<file path="src/rtl/hs_pkg.sv">
// hs_pkg: shared types and default widths for the handshake slave receiver
package hs_pkg;
  typedef enum logic {IDLE, TRACK} chk_state_t;
  localparam int DATA_W_DEF = 8;
  localparam int CNT_W_DEF  = 16;
endpackage

</file>
<file path="src/rtl/hs_sync_fifo.sv">
// hs_sync_fifo: small synchronous FIFO, flop storage, head word read directly from the register array
module hs_sync_fifo #(
  parameter int DATA_W = 8,
  parameter int DEPTH  = 4
) (
  input  logic              clk,
  input  logic              rst,
  input  logic              push,
  input  logic [DATA_W-1:0] din,
  input  logic              pop,
  output logic              full,
  output logic              empty,
  output logic [DATA_W-1:0] head
);
  localparam int AW = $clog2(DEPTH);
  logic [DATA_W-1:0] mem [DEPTH];
  logic [AW-1:0] rd_ptr, wr_ptr;
  logic [AW:0] count;
  logic do_push, do_pop;
  assign full    = count == (AW+1)'(DEPTH);
  assign empty   = count == '0;
  assign do_push = push && !full;
  assign do_pop  = pop && !empty;
  assign head    = mem[rd_ptr];
  // storage, pointers and occupancy; storage zeroed on reset so the head reads 0
  always_ff @(posedge clk or posedge rst)
    if (rst) begin
      for (int i = 0; i < DEPTH; i++) mem[i] <= '0;
      rd_ptr <= '0;
      wr_ptr <= '0;
      count  <= '0;
    end else begin
      if (do_push) begin
        mem[wr_ptr] <= din;
        wr_ptr      <= wr_ptr + AW'(1);
      end
      if (do_pop) rd_ptr <= rd_ptr + AW'(1);
      count <= count + (AW+1)'(do_push) - (AW+1)'(do_pop);
    end
endmodule

</file>
<file path="src/rtl/hs_slave_rx.sv">
// hs_slave_rx: valid/ready stream sink that buffers words, re-emits them, and checks the +1 sequence
module hs_slave_rx
  import hs_pkg::*;
#(
  parameter int DATA_W = DATA_W_DEF,
  parameter int DEPTH  = 4,
  parameter int CNT_W  = CNT_W_DEF
) (
  input  logic              clk,
  input  logic              rst,
  input  logic              S_valid,
  input  logic [DATA_W-1:0] S_data,
  output logic              S_ready,
  output logic              out_valid,
  output logic [DATA_W-1:0] out_data,
  input  logic              out_ready,
  input  logic              clr,
  output logic [CNT_W-1:0]  rx_cnt,
  output logic [CNT_W-1:0]  err_cnt,
  output logic              err_flag,
  output logic              locked
);
  chk_state_t state, state_n;
  logic [DATA_W-1:0] expected, expected_n;
  logic [CNT_W-1:0] rx_n, err_n;
  logic flag_n, full, empty, push, pop;
  assign S_ready   = !full;
  assign out_valid = !empty;
  assign push      = S_valid && S_ready;
  assign pop       = out_valid && out_ready;
  assign locked    = state == TRACK;
  hs_sync_fifo #(.DATA_W(DATA_W), .DEPTH(DEPTH)) u_fifo (
    .clk  (clk),
    .rst  (rst),
    .push (push),
    .din  (S_data),
    .pop  (pop),
    .full (full),
    .empty(empty),
    .head (out_data)
  );
  // checker and statistics registers
  always_ff @(posedge clk or posedge rst)
    if (rst) begin
      state    <= IDLE;
      expected <= '0;
      rx_cnt   <= '0;
      err_cnt  <= '0;
      err_flag <= 1'b0;
    end else begin
      state    <= state_n;
      expected <= expected_n;
      rx_cnt   <= rx_n;
      err_cnt  <= err_n;
      err_flag <= flag_n;
    end
  // next checker state: lock on first word, resync to the received word on mismatch, saturate counters
  always_comb begin
    state_n    = state;
    expected_n = expected;
    rx_n       = rx_cnt;
    err_n      = err_cnt;
    flag_n     = err_flag;
    if (clr) begin
      state_n = IDLE;
      rx_n    = '0;
      err_n   = '0;
      flag_n  = 1'b0;
    end else if (push) begin
      state_n    = TRACK;
      expected_n = S_data + DATA_W'(1);
      rx_n       = rx_cnt + CNT_W'(rx_cnt != '1);
      if (state == TRACK && S_data != expected) begin
        err_n  = err_cnt + CNT_W'(err_cnt != '1);
        flag_n = 1'b1;
      end
    end
  end
endmodule

</file>
<file path="config.mk">
export PLATFORM = sky130hd
export DESIGN_NAME = hs_slave_rx
export DESIGN_NICKNAME = d
export VERILOG_FILES = /design/src/rtl/hs_pkg.sv /design/src/rtl/hs_sync_fifo.sv /design/src/rtl/hs_slave_rx.sv
export SDC_FILE = /design/constraint.sdc
export NUM_CORES = 1
export LEC_CHECK = 0
export CAP_MARGIN = 5
export CELL_PAD_IN_SITES_DETAIL_PLACEMENT = 1
export CELL_PAD_IN_SITES_GLOBAL_PLACEMENT = 2
export CORE_ASPECT_RATIO = 0.75
export CORE_MARGIN = 2
export CORE_UTILIZATION = 39
export DETAILED_ROUTE_END_ITERATION = 16
export PLACE_DENSITY_LB_ADDON = 0.1
export SYNTH_ARGS = -nofsm -noshare
export SYNTH_HDL_FRONTEND = slang
export SYNTH_HIERARCHICAL = 1
export SYNTH_SLANG_ARGS = --single-unit
</file>
<file path="constraint.sdc">
create_clock -name clk -period 7.96 [get_ports clk]
set_clock_uncertainty 0.1 [all_clocks]
set_input_delay 0.796 -clock clk [delete_from_list [all_inputs] [get_ports clk]]
set_output_delay 0.796 -clock clk [all_outputs]
set_load 0.005 [all_outputs]
</file>
==> impl_metrics.env <==
export IMPL_tightest_slew_ns=0.953
export IMPL_cts_htree_levels=3
export IMPL_fin_tns_setup_ns=0
export IMPL_grt_pass1_vias=3072
export IMPL_pin_count=57
export IMPL_drv_slew=0
export IMPL_cts_root_buf="clkbuf_16"
export IMPL_antenna_left=0
export IMPL_r2r_end="u_fifo/count[2]"
export IMPL_grtUsageMet3=0.0536
export IMPL_synthFlopType="dfrtp_1"
export IMPL_cts_buffer_depth=2
export IMPL_critPathTopFamily="adder cells"
export IMPL_grt_met1_usage=0.258
export IMPL_ys_ff_latch=81
export IMPL_track_usage=0.179
export IMPL_ys_seq_area_frac=0.497
export IMPL_syn_nets=377
export IMPL_use_met2=0.265
export IMPL_antenna_found_initial=0
export IMPL_diodes=0
export IMPL_cp_arrival_ns=3.17
export IMPL_die_area_mm2=0.0113
export IMPL_r2r_start="u_fifo/count[2]"
export IMPL_worstSetupEndpointType="register"
export IMPL_drive_above_1_share=0.193
export IMPL_hpwl_mm=6.20
export IMPL_drt_iter0_drc=89
export IMPL_ys_types=44
export IMPL_path_buf_inv=3
export IMPL_numCtsBuffers=9
export IMPL_grt_busiest_layer="met2"
export IMPL_required_ns=8.09
export IMPL_fin_hold_ws_ns=0.400
export IMPL_critPathLaunch="S_valid"
export IMPL_status="complete, no violations"
export IMPL_ys_warn_count=6
export IMPL_rrSetupSlack_ns=5.13
export IMPL_crit_path_frequent_cell="ha_1"
export IMPL_min_to="u_fifo/count[2]"
export IMPL_final_common_cell="dfrtp_1"
export IMPL_cts_hold_buffers=0
export IMPL_routed_wl_mm=9.02
export IMPL_path_cells="clkdlybuf4s50_1 -> nor2b_1 -> buf_4 -> or2b_2 -> ha_1 -> inv_1 -> ha_1 -> fa_1 -> xor2_1 -> xnor2_1"
export IMPL_cts_tree="done"
export IMPL_core_mm2=0.0102
export IMPL_p_leak_nw=2.05
export IMPL_hp_class="reg2reg"
export IMPL_chipHeight_um=92.6
export IMPL_cp_max_fo=15
export IMPL_area_delta_synth_final_pct=24.0
export IMPL_vias_per_cell=5.12
export IMPL_drc_errors=0
export IMPL_postCtsSetupRepairBufs=0
export IMPL_maxSlewHeadroom=0.363
export IMPL_synth_edf_count=0
export IMPL_syn_avg_cell_area_um2=11.6
export IMPL_fillerInstances=1117
export IMPL_clk_pin_slew_ns=0.06
export IMPL_finalHoldViolCount=0
export IMPL_criticalPathCategory="in2reg"
export IMPL_total_power_w=0.00150
export IMPL_fin_crit_sh=0.383
export IMPL_min_path_cells=1
export IMPL_start_kind="input pin"
export IMPL_start_util=0.398
export IMPL_synth_area_mm2=0.00408
export IMPL_ctsResizeCount=0
export IMPL_cts_sinks=81
export IMPL_r2r_cells=11
export IMPL_finalSetupViolCount=0
export IMPL_worst_path_stages=10
export IMPL_num_rows=32
export IMPL_grt_max_degree=43
export IMPL_post_route_min_period_ns=3.05
export IMPL_layout_common_cells="dfrtp_1, clkdlybuf4s50_1, nor2_1, mux2_2, xor2_1"
export IMPL_async_reset_ff_frac=1.00
export IMPL_grt_pass1_wl_mm=15.7
export IMPL_hold_start="u_fifo/count[2]"
export IMPL_fmax_mhz=328
export IMPL_max_stage_delay_ns=0.48
export IMPL_final_nets=439
export IMPL_syn_inst=352
export IMPL_place_congestion=0.730
export IMPL_io_buffers=56
export IMPL_slowest_stage="clkdlybuf4s50_1"
export IMPL_grt_ovfl_total=0
export IMPL_die_w_um=122
export IMPL_vias=2839
export IMPL_wl_per_cell_um=16.3
export IMPL_rsz0062_at_grt="false"
export IMPL_power_density_mw_per_mm2=297
export IMPL_vdd_drop_max_mv=0.159
export IMPL_clock_latency_ns=0.34
export IMPL_drtPass1Iterations=4
export IMPL_maxCapViolCount=0
==> logic make-up (layout without fill, tap and decap cells) <==
kind of cell               Yosys count  count (layout)  synth area share
muxes                               45              45             0.147
buffers and inverters               25              92            0.0294
AOI/OAI and AO/OA                   33              33            0.0488
xor gates and xnor gates            38              38            0.0816
DFF                                 81              81             0.497
and+or+nand+nor                    118             118             0.158
adders and majority gates           12              12            0.0387
==> power by group <==
| group | total [W] | switching, W | internal, W |
|---|---|---|---|
| registers | 0.000628 | 0.0000930 | 0.000535 |
| logic | 0.000487 | 0.000180 | 0.000307 |
| clock network | 0.000384 | 0.000165 | 0.000219 |
==> worst register-to-register path, delay by kind of cell, from the launching register on <==
family | cells | cell delay (ns)
flops | 1 | 0.40
xor+xnor | 2 | 0.31
buf+inv | 3 | 0.42
fa+ha+maj | 3 | 0.84
simple gates | 3 | 0.63
==> cells in the mapped netlist (2+ instances only) <==
cell | count | area, um^2
xor2_1 | 25 | 219
a211oi_1 | 3 | 22.5
mux4_2 | 8 | 180
inv_1 | 15 | 56.3
a21o_1 | 3 | 22.5
a21oi_1 | 18 | 90.1
nand4_1 | 8 | 50.1
clkbuf_1 | 6 | 22.5
nor4_2 | 3 | 37.5
and2_1 | 2 | 12.5
o31ai_1 | 4 | 30.0
nor2_1 | 35 | 131
ha_1 | 11 | 138
nor2b_1 | 7 | 43.8
nand2_1 | 17 | 63.8
o21ai_0 | 3 | 15.0
nor2_2 | 4 | 25.0
or3_1 | 2 | 12.5
or4_1 | 4 | 30.0
xnor2_1 | 13 | 114
and4_1 | 4 | 35.0
and3_1 | 2 | 12.5
mux2_2 | 35 | 394
dfrtp_1 | 81 | 2030
nand3_1 | 19 | 95.1
buf_2 | 2 | 10.0
==> metal layers <==
layer  part of all wire  vias to the layer above
li1                   -                     1360
met1               0.51                     1430
met2               0.44                       44
met3              0.039                        5
met4             0.0075                        0
met5                  0                        -
==> state kept, by name (all words and copies together), names as in the netlist <==
name	count
err_cnt	16
err_flag	1
expected	8
locked	1
rx_cnt	16
u_fifo/count	3
u_fifo/mem	32
u_fifo/rd_ptr	2
u_fifo/wr_ptr	2
==> layout make-up <==
class / instances / area (um^2) / area share
timing repair buffer: 61 / 598 / 0.118
clock inverter: 5 / 31.3 / 0.00619
clock buffer: 11 / 243 / 0.0480
multi-input combinational: 246 / 1930 / 0.382
sequential: 81 / 2030 / 0.401
tap: 136 / 170 / 0.0336
inverter: 15 / 56.3 / 0.0111
==> worst max path at each step <==
stage / endpoint / slack (ns)
6_report: u_fifo/count[2] / 4.91
5_1_grt: u_fifo/count[2] / 4.83
4_1_cts: u_fifo/count[2] / 4.90
3_5_place_dp: u_fifo/count[2] / 4.54
3_3_place_gp: u_fifo/count[2] / 4.58
2_1_floorplan: u_fifo/count[2] / 4.97
==> stage by stage <==
step	area (um^2)	util	cells	worst slack, ns
after floorplan	4080	-	352	4.97
after global placement	4780	0.467	539	4.58
after detailed placement	4780	0.467	539	4.54
after CTS	5060	0.493	555	4.90
after global routing	5060	0.493	555	4.83
final	5060	0.493	555	4.91
No activity file was read; power rests on OpenSTA's default activity.
